==> src/rtl/uart_sched_pkg.sv <==
// uart_sched_pkg
//   Shared definitions for the UART transaction scheduler: FSM state
//   encoding, field widths and a one-hot to index helper.
package uart_sched_pkg;

  localparam int CFG_W  = 24;  // {CtrlReg1, CtrlReg2, CtrlReg3}
  localparam int LEN_W  = 8;   // tx / rsp byte counts
  localparam int BYTE_W = 8;

  localparam logic [2:0] ST_IDLE  = 3'd0;
  localparam logic [2:0] ST_GRANT = 3'd1;
  localparam logic [2:0] ST_CFG   = 3'd2;
  localparam logic [2:0] ST_CLR   = 3'd3;
  localparam logic [2:0] ST_SEND  = 3'd4;
  localparam logic [2:0] ST_RECV  = 3'd5;
  localparam logic [2:0] ST_FIN   = 3'd6;

  typedef enum logic [2:0] {
    IDLE  = ST_IDLE,
    GRANT = ST_GRANT,
    CFG   = ST_CFG,
    CLR   = ST_CLR,
    SEND  = ST_SEND,
    RECV  = ST_RECV,
    FIN   = ST_FIN
  } sched_state_t;

  // Index of the set bit in a one-hot vector of up to 8 requesters.
  function automatic logic [2:0] oh_index(input logic [7:0] oh);
    logic [2:0] idx;
    idx = 3'd0;
    for (int i = 0; i < 8; i++) begin
      if (oh[i]) begin
        idx = 3'(i);
      end
    end
    return idx;
  endfunction

endpackage

==> src/rtl/rr_arbiter.sv <==
// rr_arbiter
//   Combinational round-robin pick: the first set request at or after
//   ptr wins, wrapping to the lowest index when nothing is set above it.
//   Ports: req (request vector), ptr (priority start index),
//          gnt (one-hot winner, 0 when req is 0).
module rr_arbiter #(
  parameter int NREQ  = 2,
  parameter int PTR_W = 1
) (
  input  logic [NREQ-1:0]  req,
  input  logic [PTR_W-1:0] ptr,
  output logic [NREQ-1:0]  gnt
);

  logic [NREQ-1:0] hi_mask_s;
  logic [NREQ-1:0] masked_s;
  logic [NREQ-1:0] pick_s;

  // Thermometer mask selecting indices at or above the pointer.
  always_comb begin
    hi_mask_s = '0;
    for (int j = 0; j < NREQ; j++) begin
      hi_mask_s[j] = (PTR_W'(j) >= ptr);
    end
  end

  assign masked_s = req & hi_mask_s;
  assign pick_s   = (masked_s != '0) ? masked_s : req;
  // Isolate the lowest set bit of the chosen vector.
  assign gnt      = pick_s & (~pick_s + NREQ'(1));

endmodule

==> src/rtl/uart_txn_scheduler.sv <==
// uart_txn_scheduler
//   Shares one UartCore between NREQ requesters. A granted transaction runs
//   config write -> FIFO clear -> byte send -> response collect and ends
//   with a done or timeout pulse. All outputs are registered.
//   Requester side: req_i, cfg_i, tx_len_i, rsp_len_i, tx_byte_i in;
//                   tx_pop_o, gnt_o, rsp_data_o, rsp_vld_o, done_o, tmo_o out.
//   UartCore side:  p_We_o, CtrlReg1/2/3_o, n_clr_o, uart_data_o, n_we_o,
//                   n_rd_o out; p_full_i, uart_data_i, p_empty_i in.
module uart_txn_scheduler
  import uart_sched_pkg::*;
#(
  parameter int NREQ    = 2,
  parameter int TMO_W   = 24,
  parameter int TMO_CYC = 4000000
) (
  input  logic                  clk,
  input  logic                  rst,
  input  logic [NREQ-1:0]       req_i,
  input  logic [NREQ*CFG_W-1:0] cfg_i,
  input  logic [NREQ*LEN_W-1:0] tx_len_i,
  input  logic [NREQ*LEN_W-1:0] rsp_len_i,
  input  logic [NREQ*8-1:0]     tx_byte_i,
  output logic [NREQ-1:0]       tx_pop_o,
  output logic [NREQ-1:0]       gnt_o,
  output logic [7:0]            rsp_data_o,
  output logic                  rsp_vld_o,
  output logic [NREQ-1:0]       done_o,
  output logic [NREQ-1:0]       tmo_o,
  output logic                  p_We_o,
  output logic [7:0]            CtrlReg1_o,
  output logic [7:0]            CtrlReg2_o,
  output logic [7:0]            CtrlReg3_o,
  output logic                  n_clr_o,
  output logic [7:0]            uart_data_o,
  output logic                  n_we_o,
  input  logic                  p_full_i,
  input  logic [7:0]            uart_data_i,
  output logic                  n_rd_o,
  input  logic                  p_empty_i
);

  localparam int PTR_W = (NREQ > 1) ? $clog2(NREQ) : 1;

  logic [CFG_W-1:0]  cfg_a     [NREQ];
  logic [LEN_W-1:0]  tx_len_a  [NREQ];
  logic [LEN_W-1:0]  rsp_len_a [NREQ];
  logic [BYTE_W-1:0] tx_byte_a [NREQ];

  for (genvar g = 0; g < NREQ; g++) begin : g_unpack
    assign cfg_a[g]     = cfg_i[g*CFG_W +: CFG_W];
    assign tx_len_a[g]  = tx_len_i[g*LEN_W +: LEN_W];
    assign rsp_len_a[g] = rsp_len_i[g*LEN_W +: LEN_W];
    assign tx_byte_a[g] = tx_byte_i[g*BYTE_W +: BYTE_W];
  end

  sched_state_t      state_r, state_s;
  logic [PTR_W-1:0]  ptr_r, ptr_s, owner_r, owner_s, arb_idx_s;
  logic [NREQ-1:0]   arb_gnt_s;
  logic [NREQ-1:0]   gnt_r, gnt_s, tx_pop_r, tx_pop_s;
  logic [NREQ-1:0]   done_r, done_s, tmo_r, tmo_s;
  logic [LEN_W-1:0]  tx_len_r, tx_len_s, rsp_len_r, rsp_len_s;
  logic [LEN_W-1:0]  wr_cnt_r, wr_cnt_s, rd_cnt_r, rd_cnt_s;
  logic [TMO_W-1:0]  tmo_cnt_r, tmo_cnt_s;
  logic [7:0]        ctrl1_r, ctrl1_s, ctrl2_r, ctrl2_s, ctrl3_r, ctrl3_s;
  logic [7:0]        uart_data_r, uart_data_s, rsp_data_r, rsp_data_s;
  logic              p_we_r, p_we_s, n_clr_r, n_clr_s, n_we_r, n_we_s;
  logic              n_rd_r, n_rd_s, rsp_vld_r, rsp_vld_s, rd_dly_r, rd_dly_s;

  rr_arbiter #(.NREQ(NREQ), .PTR_W(PTR_W)) u_arb (
    .req (req_i),
    .ptr (ptr_r),
    .gnt (arb_gnt_s)
  );

  assign arb_idx_s = PTR_W'(oh_index(8'(arb_gnt_s)));

  // Next-state and next-output logic; every output is registered below.
  always_comb begin
    state_s     = state_r;
    ptr_s       = ptr_r;
    owner_s     = owner_r;
    gnt_s       = gnt_r;
    tx_len_s    = tx_len_r;
    rsp_len_s   = rsp_len_r;
    wr_cnt_s    = wr_cnt_r;
    rd_cnt_s    = rd_cnt_r;
    tmo_cnt_s   = tmo_cnt_r;
    ctrl1_s     = ctrl1_r;
    ctrl2_s     = ctrl2_r;
    ctrl3_s     = ctrl3_r;
    uart_data_s = uart_data_r;
    rsp_data_s  = rsp_data_r;
    p_we_s      = 1'b0;
    n_clr_s     = 1'b1;
    n_we_s      = 1'b1;
    n_rd_s      = 1'b1;
    tx_pop_s    = '0;
    done_s      = '0;
    tmo_s       = '0;
    rsp_vld_s   = 1'b0;
    // A read strobe this cycle means the byte is on uart_data_i next cycle.
    rd_dly_s    = ~n_rd_r;

    case (state_r)
      IDLE: begin
        if (req_i != '0) begin
          state_s = GRANT;
          gnt_s   = arb_gnt_s;
          owner_s = arb_idx_s;
          ptr_s   = (arb_idx_s == PTR_W'(NREQ - 1)) ? '0 : arb_idx_s + PTR_W'(1);
        end else begin
          state_s = IDLE;
        end
      end
      GRANT: begin
        ctrl1_s   = cfg_a[owner_r][23:16];
        ctrl2_s   = cfg_a[owner_r][15:8];
        ctrl3_s   = cfg_a[owner_r][7:0];
        tx_len_s  = tx_len_a[owner_r];
        rsp_len_s = rsp_len_a[owner_r];
        p_we_s    = 1'b1;
        state_s   = CFG;
      end
      CFG: begin
        n_clr_s = 1'b0;
        state_s = CLR;
      end
      CLR: begin
        wr_cnt_s  = '0;
        rd_cnt_s  = '0;
        tmo_cnt_s = '0;
        if (tx_len_r != '0) begin
          state_s = SEND;
        end else if (rsp_len_r != '0) begin
          state_s = RECV;
        end else begin
          state_s = FIN;
          done_s  = gnt_r;
        end
      end
      SEND: begin
        tmo_cnt_s = '0;
        if (wr_cnt_r == tx_len_r) begin
          if (rsp_len_r == '0) begin
            state_s = FIN;
            done_s  = gnt_r;
          end else begin
            state_s = RECV;
          end
        end else if (!p_full_i && n_we_r) begin
          // n_we_r low blocks back-to-back writes so p_full_i can settle
          // and the requester can present its next byte after the pop.
          n_we_s      = 1'b0;
          tx_pop_s    = gnt_r;
          uart_data_s = tx_byte_a[owner_r];
          wr_cnt_s    = wr_cnt_r + LEN_W'(1);
        end else begin
          state_s = SEND;
        end
      end
      RECV: begin
        tmo_cnt_s = tmo_cnt_r + TMO_W'(1);
        if (rd_dly_r) begin
          // Byte arrival beats a coincident timeout.
          rsp_data_s = uart_data_i;
          rsp_vld_s  = 1'b1;
          rd_cnt_s   = rd_cnt_r + LEN_W'(1);
          tmo_cnt_s  = '0;
          if ((rd_cnt_r + LEN_W'(1)) == rsp_len_r) begin
            state_s = FIN;
            done_s  = gnt_r;
          end else begin
            state_s = RECV;
          end
        end else if (tmo_cnt_r == TMO_W'(TMO_CYC - 1)) begin
          state_s = FIN;
          tmo_s   = gnt_r;
        end else if (!p_empty_i && n_rd_r && (rd_cnt_r < rsp_len_r)) begin
          n_rd_s = 1'b0;
        end else begin
          state_s = RECV;
        end
      end
      FIN: begin
        gnt_s   = '0;
        state_s = IDLE;
      end
      default: begin
        gnt_s   = '0;
        state_s = IDLE;
      end
    endcase
  end

  // State, counters and registered outputs.
  always_ff @(posedge clk or negedge rst) begin
    if (!rst) begin
      state_r     <= IDLE;
      ptr_r       <= '0;
      owner_r     <= '0;
      gnt_r       <= '0;
      tx_len_r    <= '0;
      rsp_len_r   <= '0;
      wr_cnt_r    <= '0;
      rd_cnt_r    <= '0;
      tmo_cnt_r   <= '0;
      ctrl1_r     <= 8'h00;
      ctrl2_r     <= 8'h00;
      ctrl3_r     <= 8'h00;
      uart_data_r <= 8'h00;
      rsp_data_r  <= 8'h00;
      p_we_r      <= 1'b0;
      n_clr_r     <= 1'b1;
      n_we_r      <= 1'b1;
      n_rd_r      <= 1'b1;
      tx_pop_r    <= '0;
      done_r      <= '0;
      tmo_r       <= '0;
      rsp_vld_r   <= 1'b0;
      rd_dly_r    <= 1'b0;
    end else begin
      state_r     <= state_s;
      ptr_r       <= ptr_s;
      owner_r     <= owner_s;
      gnt_r       <= gnt_s;
      tx_len_r    <= tx_len_s;
      rsp_len_r   <= rsp_len_s;
      wr_cnt_r    <= wr_cnt_s;
      rd_cnt_r    <= rd_cnt_s;
      tmo_cnt_r   <= tmo_cnt_s;
      ctrl1_r     <= ctrl1_s;
      ctrl2_r     <= ctrl2_s;
      ctrl3_r     <= ctrl3_s;
      uart_data_r <= uart_data_s;
      rsp_data_r  <= rsp_data_s;
      p_we_r      <= p_we_s;
      n_clr_r     <= n_clr_s;
      n_we_r      <= n_we_s;
      n_rd_r      <= n_rd_s;
      tx_pop_r    <= tx_pop_s;
      done_r      <= done_s;
      tmo_r       <= tmo_s;
      rsp_vld_r   <= rsp_vld_s;
      rd_dly_r    <= rd_dly_s;
    end
  end

  assign gnt_o       = gnt_r;
  assign tx_pop_o    = tx_pop_r;
  assign done_o      = done_r;
  assign tmo_o       = tmo_r;
  assign rsp_data_o  = rsp_data_r;
  assign rsp_vld_o   = rsp_vld_r;
  assign p_We_o      = p_we_r;
  assign CtrlReg1_o  = ctrl1_r;
  assign CtrlReg2_o  = ctrl2_r;
  assign CtrlReg3_o  = ctrl3_r;
  assign n_clr_o     = n_clr_r;
  assign uart_data_o = uart_data_r;
  assign n_we_o      = n_we_r;
  assign n_rd_o      = n_rd_r;

endmodule

==> config.mk <==
export PLATFORM = sky130hd
export DESIGN_NAME = uart_txn_scheduler
export DESIGN_NICKNAME = d
export VERILOG_FILES = /design/src/rtl/uart_sched_pkg.sv /design/src/rtl/rr_arbiter.sv /design/src/rtl/uart_txn_scheduler.sv
export SDC_FILE = /design/constraint.sdc
export NUM_CORES = 1
export LEC_CHECK = 0
export ABC_AREA = 1
export CORE_MARGIN = 2
export CORE_UTILIZATION = 45
export DETAILED_ROUTE_END_ITERATION = 6
export MAX_ROUTING_LAYER = met4
export PLACE_DENSITY = 0.78
export SLEW_MARGIN = 20
export SYNTH_ARGS = -nofsm -noshare
export SYNTH_HDL_FRONTEND = slang
export SYNTH_HIERARCHICAL = 1
export SYNTH_SLANG_ARGS = --single-unit
==> constraint.sdc <==
create_clock -name clk -period 1.6 [get_ports clk]
set_input_delay 0.32 -clock clk [delete_from_list [all_inputs] [get_ports clk]]
set_output_delay 0.32 -clock clk [all_outputs]
set_load 0.005 [all_outputs]
# [Word level (Yosys, flattened, before mapping)]
# Cells that the tools add are included.
[totals] wordCells=135 output_inout_bits=53 register_bits=115
[op_classes] addsub=5 n_lt_le_gt_ge=4 reduce_logical=23 n_eq_ne=14 bitwise_logic=7 n_mux=59
[ops] operator="24-bit 2-to-1 mux" count=4
[ops] operator="8-bit 2-to-1 mux" count=12
[ops] operator="24-bit one-hot mux with 2 select lines" count=1
[ops] operator="2-bit 2-to-1 mux" count=18
[ops] operator="8-bit one-hot mux with 2 select lines" count=2
[ops] operator="24-bit by 1-bit adder with 24-bit output, second input constant" count=1
[ops] operator="24-bit by 22-bit equality test with 1-bit output, second input constant" count=1
[ops] operator="3-bit one-hot mux with 6 select lines" count=1
[ops] operator="8-bit by 1-bit adder with 8-bit output, second input constant" count=2
[ops] operator="8-bit equality test" count=2
[ops] operator="8-bit nonzero test" count=2
[ops] operator="3-bit 2-to-1 mux" count=5
[ops] operator="1-bit 2-to-1 mux" count=14
[ops] operator="2-bit AND reduction" count=5
[ops] operator="2-bit nonzero test" count=5
[ops] operator="8-bit zero test" count=1
[ops] operator="8-bit < comparator" count=1
[ops] operator="2-bit inequality test, second input constant" count=4
[ops] operator="3-bit by 2-bit equality test with 1-bit output, second input constant" count=2
[ops] operator="3-bit equality test, second input constant" count=2
[ops] operator="2-bit one-hot mux with 3 select lines" count=1
[ops] operator="3-bit AND reduction" count=2
[ops] operator="5-bit OR reduction" count=1
[ops] operator="2-bit AND" count=2
[ops] operator="other kinds (15)" count=21

# [Logic depth before layout (Yosys ltp)]
# Gate-level depths: netlist of the first run.
[logic_depth] word_depth=10 ltp_mapped=13 depth_no_buf=13

# [By module]
# Netlist of the first run, hierarchy kept.
[by_module_without_submodules] module="uart_txn_scheduler" cells_each=761 instances=1 seq_area_each_um2=2881.5 area_each_um2=6148.4
[by_module_without_submodules] module="rr_arbiter" cells_each=4 instances=1 seq_area_each_um2=0.0 area_each_um2=27.5

# [Worst setup path after synthesis of the first run]
# Ideal clock, no wire load.
[synth_path] kind="register to register" startpoint="register tmo_cnt_r[0]" endpoint="register tmo_cnt_r[20]" n_path_buf=0 t_arrival_ns=1.452 period_less_slack_ns=1.571 setup_time_ns=0.119 required_time_ns=1.481 stages_incl_launch_ff=11 slack_ns=0.029 path_cell_list="dfrtp_1 ha_1 nand3_1 nor2_2 inv_2 nor2_4 nand3_2 nor2_4 nand2_1 a21oi_1 nor2_1"
[synth_via] elab_chain_len=3
[synth_lines] item="start, declared" line="uart_txn_scheduler.sv:63" rtl="logic [TMO_W-1:0] tmo_cnt_r, tmo_cnt_s;"
[synth_lines] item="start signal, assigned" line="uart_txn_scheduler.sv:230" rtl="tmo_cnt_r <= tmo_cnt_s;"
[synth_lines] item="24-bit by 1-bit adder with 24-bit output" line="uart_txn_scheduler.sv:162" rtl="tmo_cnt_s = tmo_cnt_r + TMO_W'(1);"
[synth_lines] item="24-bit 2-to-1 mux" line="uart_txn_scheduler.sv:163" rtl="if (rd_dly_r) begin"
[synth_lines] item="24-bit one-hot mux with 2 select lines" line="uart_txn_scheduler.sv:104" rtl="case (state_r)"
# No other way between the ends.
# A chain may end at the register's enable or synchronous reset.

# [Worst setup path after layout of the first run]
[layout_path] startpoint="register rd_cnt_r[0]" endpoint="register state_r[0]"
[layout_via] elab_chain_len=5 word_cells_on_any_way=9 cone_classes="add/sub: 1; order compare: 1; eq/ne: 2; mux: 3; reduce/logical: 2"
[layout_lines] item="start, declared" line="uart_txn_scheduler.sv:62" rtl="logic [LEN_W-1:0] wr_cnt_r, wr_cnt_s, rd_cnt_r, rd_cnt_s;"
[layout_lines] item="start signal, assigned" line="uart_txn_scheduler.sv:229" rtl="rd_cnt_r <= rd_cnt_s;"
[layout_lines] item="8-bit by 1-bit adder with 8-bit output" line="uart_txn_scheduler.sv:169" rtl="if ((rd_cnt_r + LEN_W'(1)) == rsp_len_r) begin"
[layout_lines] item="8-bit equality test" line="uart_txn_scheduler.sv:169"
[layout_lines] item="2-bit 2-to-1 mux" line="uart_txn_scheduler.sv:169"
[layout_lines] item="3-bit 2-to-1 mux" line="uart_txn_scheduler.sv:163"
[layout_lines] item="3-bit one-hot mux with 6 select lines" line="uart_txn_scheduler.sv:104"
[layout_lines] item="end signal, assigned" line="uart_txn_scheduler.sv:222" rtl="state_r <= state_s;"
[layout_lines] item="end, declared" line="uart_txn_scheduler.sv:56" rtl="sched_state_t state_r, state_s;"
# Several ways; a longest one is shown, not always the timed one.

==> flow_summary.rst, run 1 <==
.. list-table::
   :header-rows: 1

   * - Metric
     - Value
   * - Family with the most delay on the worst path
     - simple AND/OR/NAND/NOR gates
   * - Critical path buffers and inverters
     - 2
   * - First-pass GRT wire length
     - 28.6 mm
   * - Violations in the final reports
     - setup timing
   * - Worst skew pair latency
     - 420 ps
   * - Data required time at the worst endpoint
     - 1900 ps
   * - Most frequent cell on the critical path
     - nand2_1
   * - Root buffer cell
     - clkbuf_16
   * - Power density relative to cell area
     - 1460 nW/µm²
   * - WL final
     - 17.7 mm
   * - Area of the die
     - 14700 µm²
   * - Final setup slack of the worst path
     - -220 ps
   * - Top cells by area in the synthesized netlist
     - dfrtp_1 45%, nand2_1 11%, nor2_1 7.2%, o31ai_1 4.9%, nand3_1 4.1%
   * - Power Total
     - 13.8 mW
   * - N_diodes
     - 0
   * - Largest net degree at the start of global routing
     - 82
   * - Hold/Removal Path Class
     - in -> async
   * - Main combinational cell family by area after synthesis
     - simple AND/OR/NAND/NOR gates
   * - Height of the chip
     - 121 µm
   * - Synth Cell Area
     - 6180 µm²
   * - XOR/XNOR share of the synthesized area
     - 0.0142
   * - Clock-pin slew reported for the worst setup and hold paths after clock tree synthesis
     - 60 ps
   * - Max-slew violations
     - 0
   * - Port Buf Inserts
     - 162
   * - TritonCTS clock tree
     - done
   * - Layout Area Growth over Synthesis
     - 52.1%
   * - DRC violations left
     - 0
   * - Net count of the mapped netlist
     - 886
   * - Distinct cell type count after synthesis
     - 47
   * - Number of iterations in the first detailed-routing pass
     - 5
   * - Worst setup slack after placement
     - -92.6 ps
   * - Critical setup path kind
     - reg -> reg
   * - Share of the synthesized area in the top cell type
     - 0.454
   * - Routed via count divided by cell count
     - 5.17
   * - Number of endpoints with negative hold slack in the final report
     - 0
   * - Maximum level of the CTS H-tree
     - 4
   * - Library cell occupying the most area in the post-synthesis netlist
     - dfrtp_1
   * - Max Fclk
     - 549 MHz
   * - Unrepaired setup endpoints after global routing
     - yes
   * - Final setup violating endpoints
     - 9
   * - Initial cell density of the core
     - 0.463
   * - Count of warnings emitted by yosys
     - 6
   * - Standby leakage power
     - 4.46 nW
   * - Worst clock skew
     - 7.01 ps
   * - Gr usage total
     - 0.256
   * - Crit share post-route
     - 1.14
   * - Horizontal die dimension
     - 121 µm
   * - Detailed placement HPWL
     - 12.3 mm
   * - Crit path largest cell delay
     - 420 ps
   * - Mean routed wirelength per cell
     - 15.0 µm
   * - Max VDD drop
     - 0.893 mV
   * - Simple-Gate Fraction of Synth Area
     - 0.297
   * - Fraction of final layout cells with drive strength greater than 1
     - 0.192
   * - Crit end category
     - flip-flop
   * - Boundary Pins
     - 163
   * - Seq/Total Area, Yosys
     - 0.467
   * - Vias after detailed routing
     - 6108
   * - Worst path cell trace
     - inv_2 -> buf_4 -> nor2_4 -> nand3_2 -> nand3_2 -> nand2_1 -> nor2_2 -> nand3_1 -> nand2_1 -> nand2_1 -> nand2_1 -> nand2_1
   * - Compound-cell area share of the yosys netlist
     - 0.120
   * - Global placer's final weighted congestion
     - 0.910
   * - Outcome
     - finished, violations left
   * - Initial antenna violation count
     - 0
   * - Maximum buffer depth of the clock tree
     - 2
   * - Max-cap violations
     - 0
   * - Drt initial violations
     - 490
   * - Fraction of the mapped netlist area in adder cells
     - 0.0223
   * - Min Tclk post-route
     - 1820 ps
   * - Remaining max-slew budget at the tightest pin
     - 0.750
   * - Top library cells by usage in the layout, fill and taps aside
     - 168 x nand2_1, 112 x nor2_1, 110 x clkdlybuf4s50_1, 108 x dfrtp_1, 63 x buf_4
   * - Arrival time worst endpoint
     - 2120 ps
   * - Remaining number of nets flagged by the antenna check after routing
     - 0
   * - Number of global-route vias before repair
     - 5940
   * - Most frequent standard cell in the layout excluding fill and tap cells
     - nand2_1
   * - Area inside the core boundary
     - 13300 µm²
   * - Type of origin of the critical path
     - flip-flop
   * - Worst Max-Slew Pin Slew
     - 375 ps
   * - Avg Inst Size Synth
     - 8.07 µm²
   * - Synth Instances
     - 765
   * - Worst-path fanout max
     - 5
   * - Seq cells post-synth
     - 115
   * - Leftover overflow at the end of global routing
     - 0
   * - Post-layout nets
     - 1115
   * - Share of cell area taken by muxes after synthesis
     - 0.0130
   * - # clock sinks
     - 115
   * - Number of placement rows
     - 42
   * - Library cell contributing the largest single delay on the critical path
     - dfrtp_1
   * - Cts bufs inserted
     - 17
==> cells in the mapped netlist (all sizes together) <==
| library cell | number |
|---|---|
| nand2 | 183 |
| nor2 | 129 |
| dfrtp | 112 |
| inv | 69 |
| nand3 | 54 |
| o21ai | 48 |
| o31ai | 40 |
| nand4 | 16 |
| buf | 14 |
| nor3 | 14 |
| a21oi | 13 |
| clkbuf | 12 |
| ha | 11 |
| mux2i | 8 |
| nor4 | 6 |
| xnor2 | 6 |
| o22ai | 5 |
| xor2 | 4 |
| dfstp | 3 |
| a31oi | 2 |
| nor3b | 2 |
| o211ai | 2 |
| o21bai | 2 |
| a2111oi | 1 |
| a21boi | 1 |
| a21o | 1 |
| a22o | 1 |
| a22oi | 1 |
| bufinv | 1 |
| clkinv | 1 |
| nand3b | 1 |
| o21a | 1 |
| o221ai | 1 |
==> registers in the layout (all words and copies together), names as in the netlist, 2 cells and up <==
| register | cells |
|---|---|
| tmo_cnt_r | 24 |
| CtrlReg1_o | 8 |
| CtrlReg2_o | 8 |
| CtrlReg3_o | 8 |
| rd_cnt_r | 8 |
| rsp_data_o | 8 |
| rsp_len_r | 8 |
| tx_len_r | 8 |
| uart_data_o | 8 |
| wr_cnt_r | 8 |
| state_r | 3 |
| done_o | 2 |
| gnt_o | 2 |
| tmo_o | 2 |
| tx_pop_o | 2 |
==> cell families after synthesis <==
logic type,Yosys count
XOR/XNOR,10
buffers and inverters,97
flip-flops,115
AND/OR/NAND/NOR,405
multiplexers,8
adder cells (fa/ha/maj),11
AO/OA/AOI/OAI,119
==> repair_timing <==
| action | CTS | global route |
|---|---|---|
| endpoints found under the hold margin | 15 | 0 |
| pin swaps | 12 | 21 |
| setup endpoints to repair | 49 | 90 |
| setup buffers | 6 | 8 |
| resized for setup | 53 | 79 |
| hold buffers | 1 | 0 |
==> final timing paths <==
| path | slack [ps] | to | startpoint | cells after the start |
|---|---|---|---|---|
| max reg2reg | -220 | state_r[0] | rd_cnt_r[0] | 12 |
| min reg2reg | 460 | rsp_data_o[7] | rsp_data_o[7] | 2 |
| max | -220 | state_r[0] | rd_cnt_r[0] | 12 |
| min | 350 | rsp_len_r[6] | rst | 2 |
| min in group clk | 440 | rsp_data_o[1] | uart_data_i[1] | 3 |
| max in group asynchronous | 660 | rsp_data_o[5] | rst | 3 |
==> per-stage QoR <==
| step | cell area (µm²) | util | TNS, ps | hold WS [ps] | std cells |
|---|---|---|---|---|---|
| after floorplan | 6180 | - | 0 | 24.4 | 765 |
| after global placement | 8400 | 0.630 | -7.25 | 227 | 1136 |
| after detailed placement | 8400 | 0.630 | -221 | 223 | 1136 |
| after CTS | 9060 | 0.679 | -97.8 | 343 | 1174 |
| after global routing | 9390 | 0.704 | -2200 | 355 | 1182 |
| final | 9390 | 0.704 | -498 | 352 | 1182 |
==> where the power goes <==
| part | switching (mW) | total [mW] | internal (mW) |
|---|---|---|---|
| Sequential | 0.643 | 4.46 | 3.82 |
| Combinational | 2.96 | 5.56 | 2.60 |
| Clock | 1.33 | 3.73 | 2.40 |
==> layer usage <==
metal	routed length, µm	GRT usage
met2	8980	0.413
met4	218	0.0697
met3	1010	0.0639
met1	7500	0.322
met5	0	-
==> layout make-up <==
type / instances / area (µm²)
Clock buffer: 23 / 478
Clock inverter: 8 / 103
Fill cell: 1046 / 3950
Inverter: 71 / 287
Multi-Input combinational cell: 553 / 3160
Sequential cell: 115 / 2890
Tap cell: 176 / 220
Timing Repair Buffer: 236 / 2260
(Power assumes the default switching activity.)
==> run 2, diff against run 1 <==
==> constraint.sdc (replaced) <==
create_clock -name clk -period 1.6 [get_ports clk]
set_input_delay 0.4 -clock clk [delete_from_list [all_inputs] [get_ports clk]]
set_output_delay 0.4 -clock clk [all_outputs]
set_load 0.005 [all_outputs]
==> flow_summary.rst, run 2 (synthesis gave the netlist of run 1 again) <==
.. list-table::
   :header-rows: 1

   * - Metric
     - Value
   * - Vias after detailed routing
     - 6367
   * - Number of placement rows
     - 42
   * - Remaining number of nets flagged by the antenna check after routing
     - 0
   * - Met2 layer wire length in the routed design
     - 9.87 mm
   * - Horizontal die dimension
     - 121 µm
   * - Unrepaired setup endpoints after global routing
     - yes
   * - Max-slew violations
     - 0
   * - Root buffer cell
     - clkbuf_16
   * - DRC violations left
     - 0
   * - Clock-pin slew reported for the worst setup and hold paths after clock tree synthesis
     - 60 ps
   * - Boundary Pins
     - 163
   * - Maximum level of the CTS H-tree
     - 4
   * - Remaining max-slew budget at the tightest pin
     - 0.669
   * - Worst skew pair latency
     - 420 ps
   * - Outcome
     - finished, violations left
   * - Max Used Layer
     - met4
   * - Power density relative to cell area
     - 1520 nW/µm²
   * - Worst-path fanout max
     - 5
   * - Most frequent standard cell in the layout excluding fill and tap cells
     - nand2_1
   * - Fraction of final layout cells with drive strength greater than 1
     - 0.238
   * - Mean routed wirelength per cell
     - 16.0 µm
   * - Hold/Removal Path Class
     - reg -> reg
   * - Largest net degree at the start of global routing
     - 59
   * - Worst setup slack after placement
     - -84.2 ps
   * - Gr usage total
     - 0.253
   * - First-pass GRT wire length
     - 28.3 mm
   * - WL final
     - 19.4 mm
   * - Leftover overflow at the end of global routing
     - 0
   * - Detailed placement HPWL
     - 12.6 mm
   * - Area inside the core boundary
     - 13300 µm²
   * - Crit share post-route
     - 1.14
   * - Arrival time worst endpoint
     - 2110 ps
   * - Top library cells by usage in the layout, fill and taps aside
     - 155 x nand2_1, 109 x nor2_1, 108 x clkdlybuf4s50_1, 105 x dfrtp_1, 79 x buf_4
   * - Final setup violating endpoints
     - 29
   * - Routed length on met1
     - 7.73 mm
   * - Setup TNS
     - -2200 ps
   * - Cts bufs inserted
     - 17
   * - Final setup slack of the worst path
     - -228 ps
   * - Max-cap violations
     - 0
   * - Met3 WL
     - 1.29 mm
   * - TritonCTS clock tree
     - done
   * - Initial antenna violation count
     - 0
   * - Violations in the final reports
     - setup timing
   * - Crit end category
     - flip-flop
   * - Port Buf Inserts
     - 162
   * - Max Fclk
     - 547 MHz
   * - # clock sinks
     - 115
   * - Routed via count divided by cell count
     - 5.26
   * - Standby leakage power
     - 4.57 nW
   * - Number of endpoints with negative hold slack in the final report
     - 0
   * - Post-layout utilization of the core
     - 0.734
   * - Area of the die
     - 14700 µm²
   * - Global placer's final weighted congestion
     - 0.935
   * - Data required time at the worst endpoint
     - 1890 ps
   * - Number of iterations in the first detailed-routing pass
     - 7
   * - Worst clock skew
     - 11.4 ps
   * - Initial cell density of the core
     - 0.463
   * - Flip-flop count of the largest register after layout
     - 24
   * - Drt initial violations
     - 461
   * - Number of non-filler instances in the completed layout
     - 1211
   * - N_diodes
     - 0
   * - Height of the chip
     - 121 µm
   * - Type of origin of the critical path
     - flip-flop
   * - Post-layout nets
     - 1143
   * - Number of global-route vias before repair
     - 5906
   * - Maximum buffer depth of the clock tree
     - 2
   * - Layout Area Growth over Synthesis
     - 58.7%
   * - Instance count after placement with tap cells included
     - 1145
   * - Worst Max-Slew Pin Slew
     - 497 ps
   * - Max VDD drop
     - 1.16 mV
   * - Critical setup path kind
     - reg -> reg
   * - Top reg by flops
     - tmo_cnt_r
   * - Min Tclk post-route
     - 1830 ps
   * - Power Total
     - 14.9 mW
==> run 2: worst max-delay path, cell delays in order (launching register included) <==
cell and delay, ps:
dfrtp_1 420, inv_2 70, buf_4 150, nor2_4 150
nand3_2 90, nand2_1 110, nand2_1 90, nand2_1 90
nand2_2 60, nand3_1 70, nand2_1 80, buf_4 150
nand3_1 70, nand2_1 100
==> run 2: layout make-up <==
| cell class | count | area, µm² |
|---|---|---|
| repair buffers | 264 | 2540 |
| inverters | 71 | 310 |
| flip-flops and latches | 115 | 2890 |
| well taps | 176 | 220 |
| multi-input cells | 553 | 3240 |
| clock inverters | 11 | 126 |
| fillers | 983 | 3540 |
| clock buffers | 21 | 480 |
==> run 2: where the power goes <==
group | leakage, nW | internal [mW] | switching (mW)
logic | 2.84 | 3.16 | 3.37
clock network | 0.288 | 2.46 | 1.39
registers | 1.45 | 3.83 | 0.670
total | 4.57 | 9.45 | 5.43
==> run 2: layer usage <==
layer,up-vias,GRT usage
li1,3063,-
met1,3011,0.308
met2,248,0.416
met3,45,0.0714
met4,0,0.0697
met5,-,-
==> run 2: repair_timing <==
item | in CTS | in global routing
pin swaps | 7 | 38
setup buffers | 6 | 25
endpoints found under the setup margin | 68 | 52
hold endpoints to repair | 25 | 0
resized for setup | 70 | 116
cloned | 0 | 2
hold buffers | 1 | 0
==> run 2: per-stage QoR <==
step	area [µm²]	hold slack (ps)
global placement	8520	397
floorplan	6180	104
global route	9800	491
detailed placement	8520	401
CTS	9170	472
finish	9800	468
==> run 2: path summary, 6_finish.rpt <==
kind                                from             to  slack [ps]  cells past startpoint
setup / recovery             rd_cnt_r[0]     state_r[1]        -230                     13
hold / removal             rsp_data_o[6]  rsp_data_o[6]         470                      2
setup reg to reg             rd_cnt_r[0]     state_r[1]        -230                     13
hold reg to reg            rsp_data_o[6]  rsp_data_o[6]         470                      2
max in group asynchronous            rst         n_we_o         540                      3
min in group asynchronous            rst    rd_cnt_r[4]         490                      2
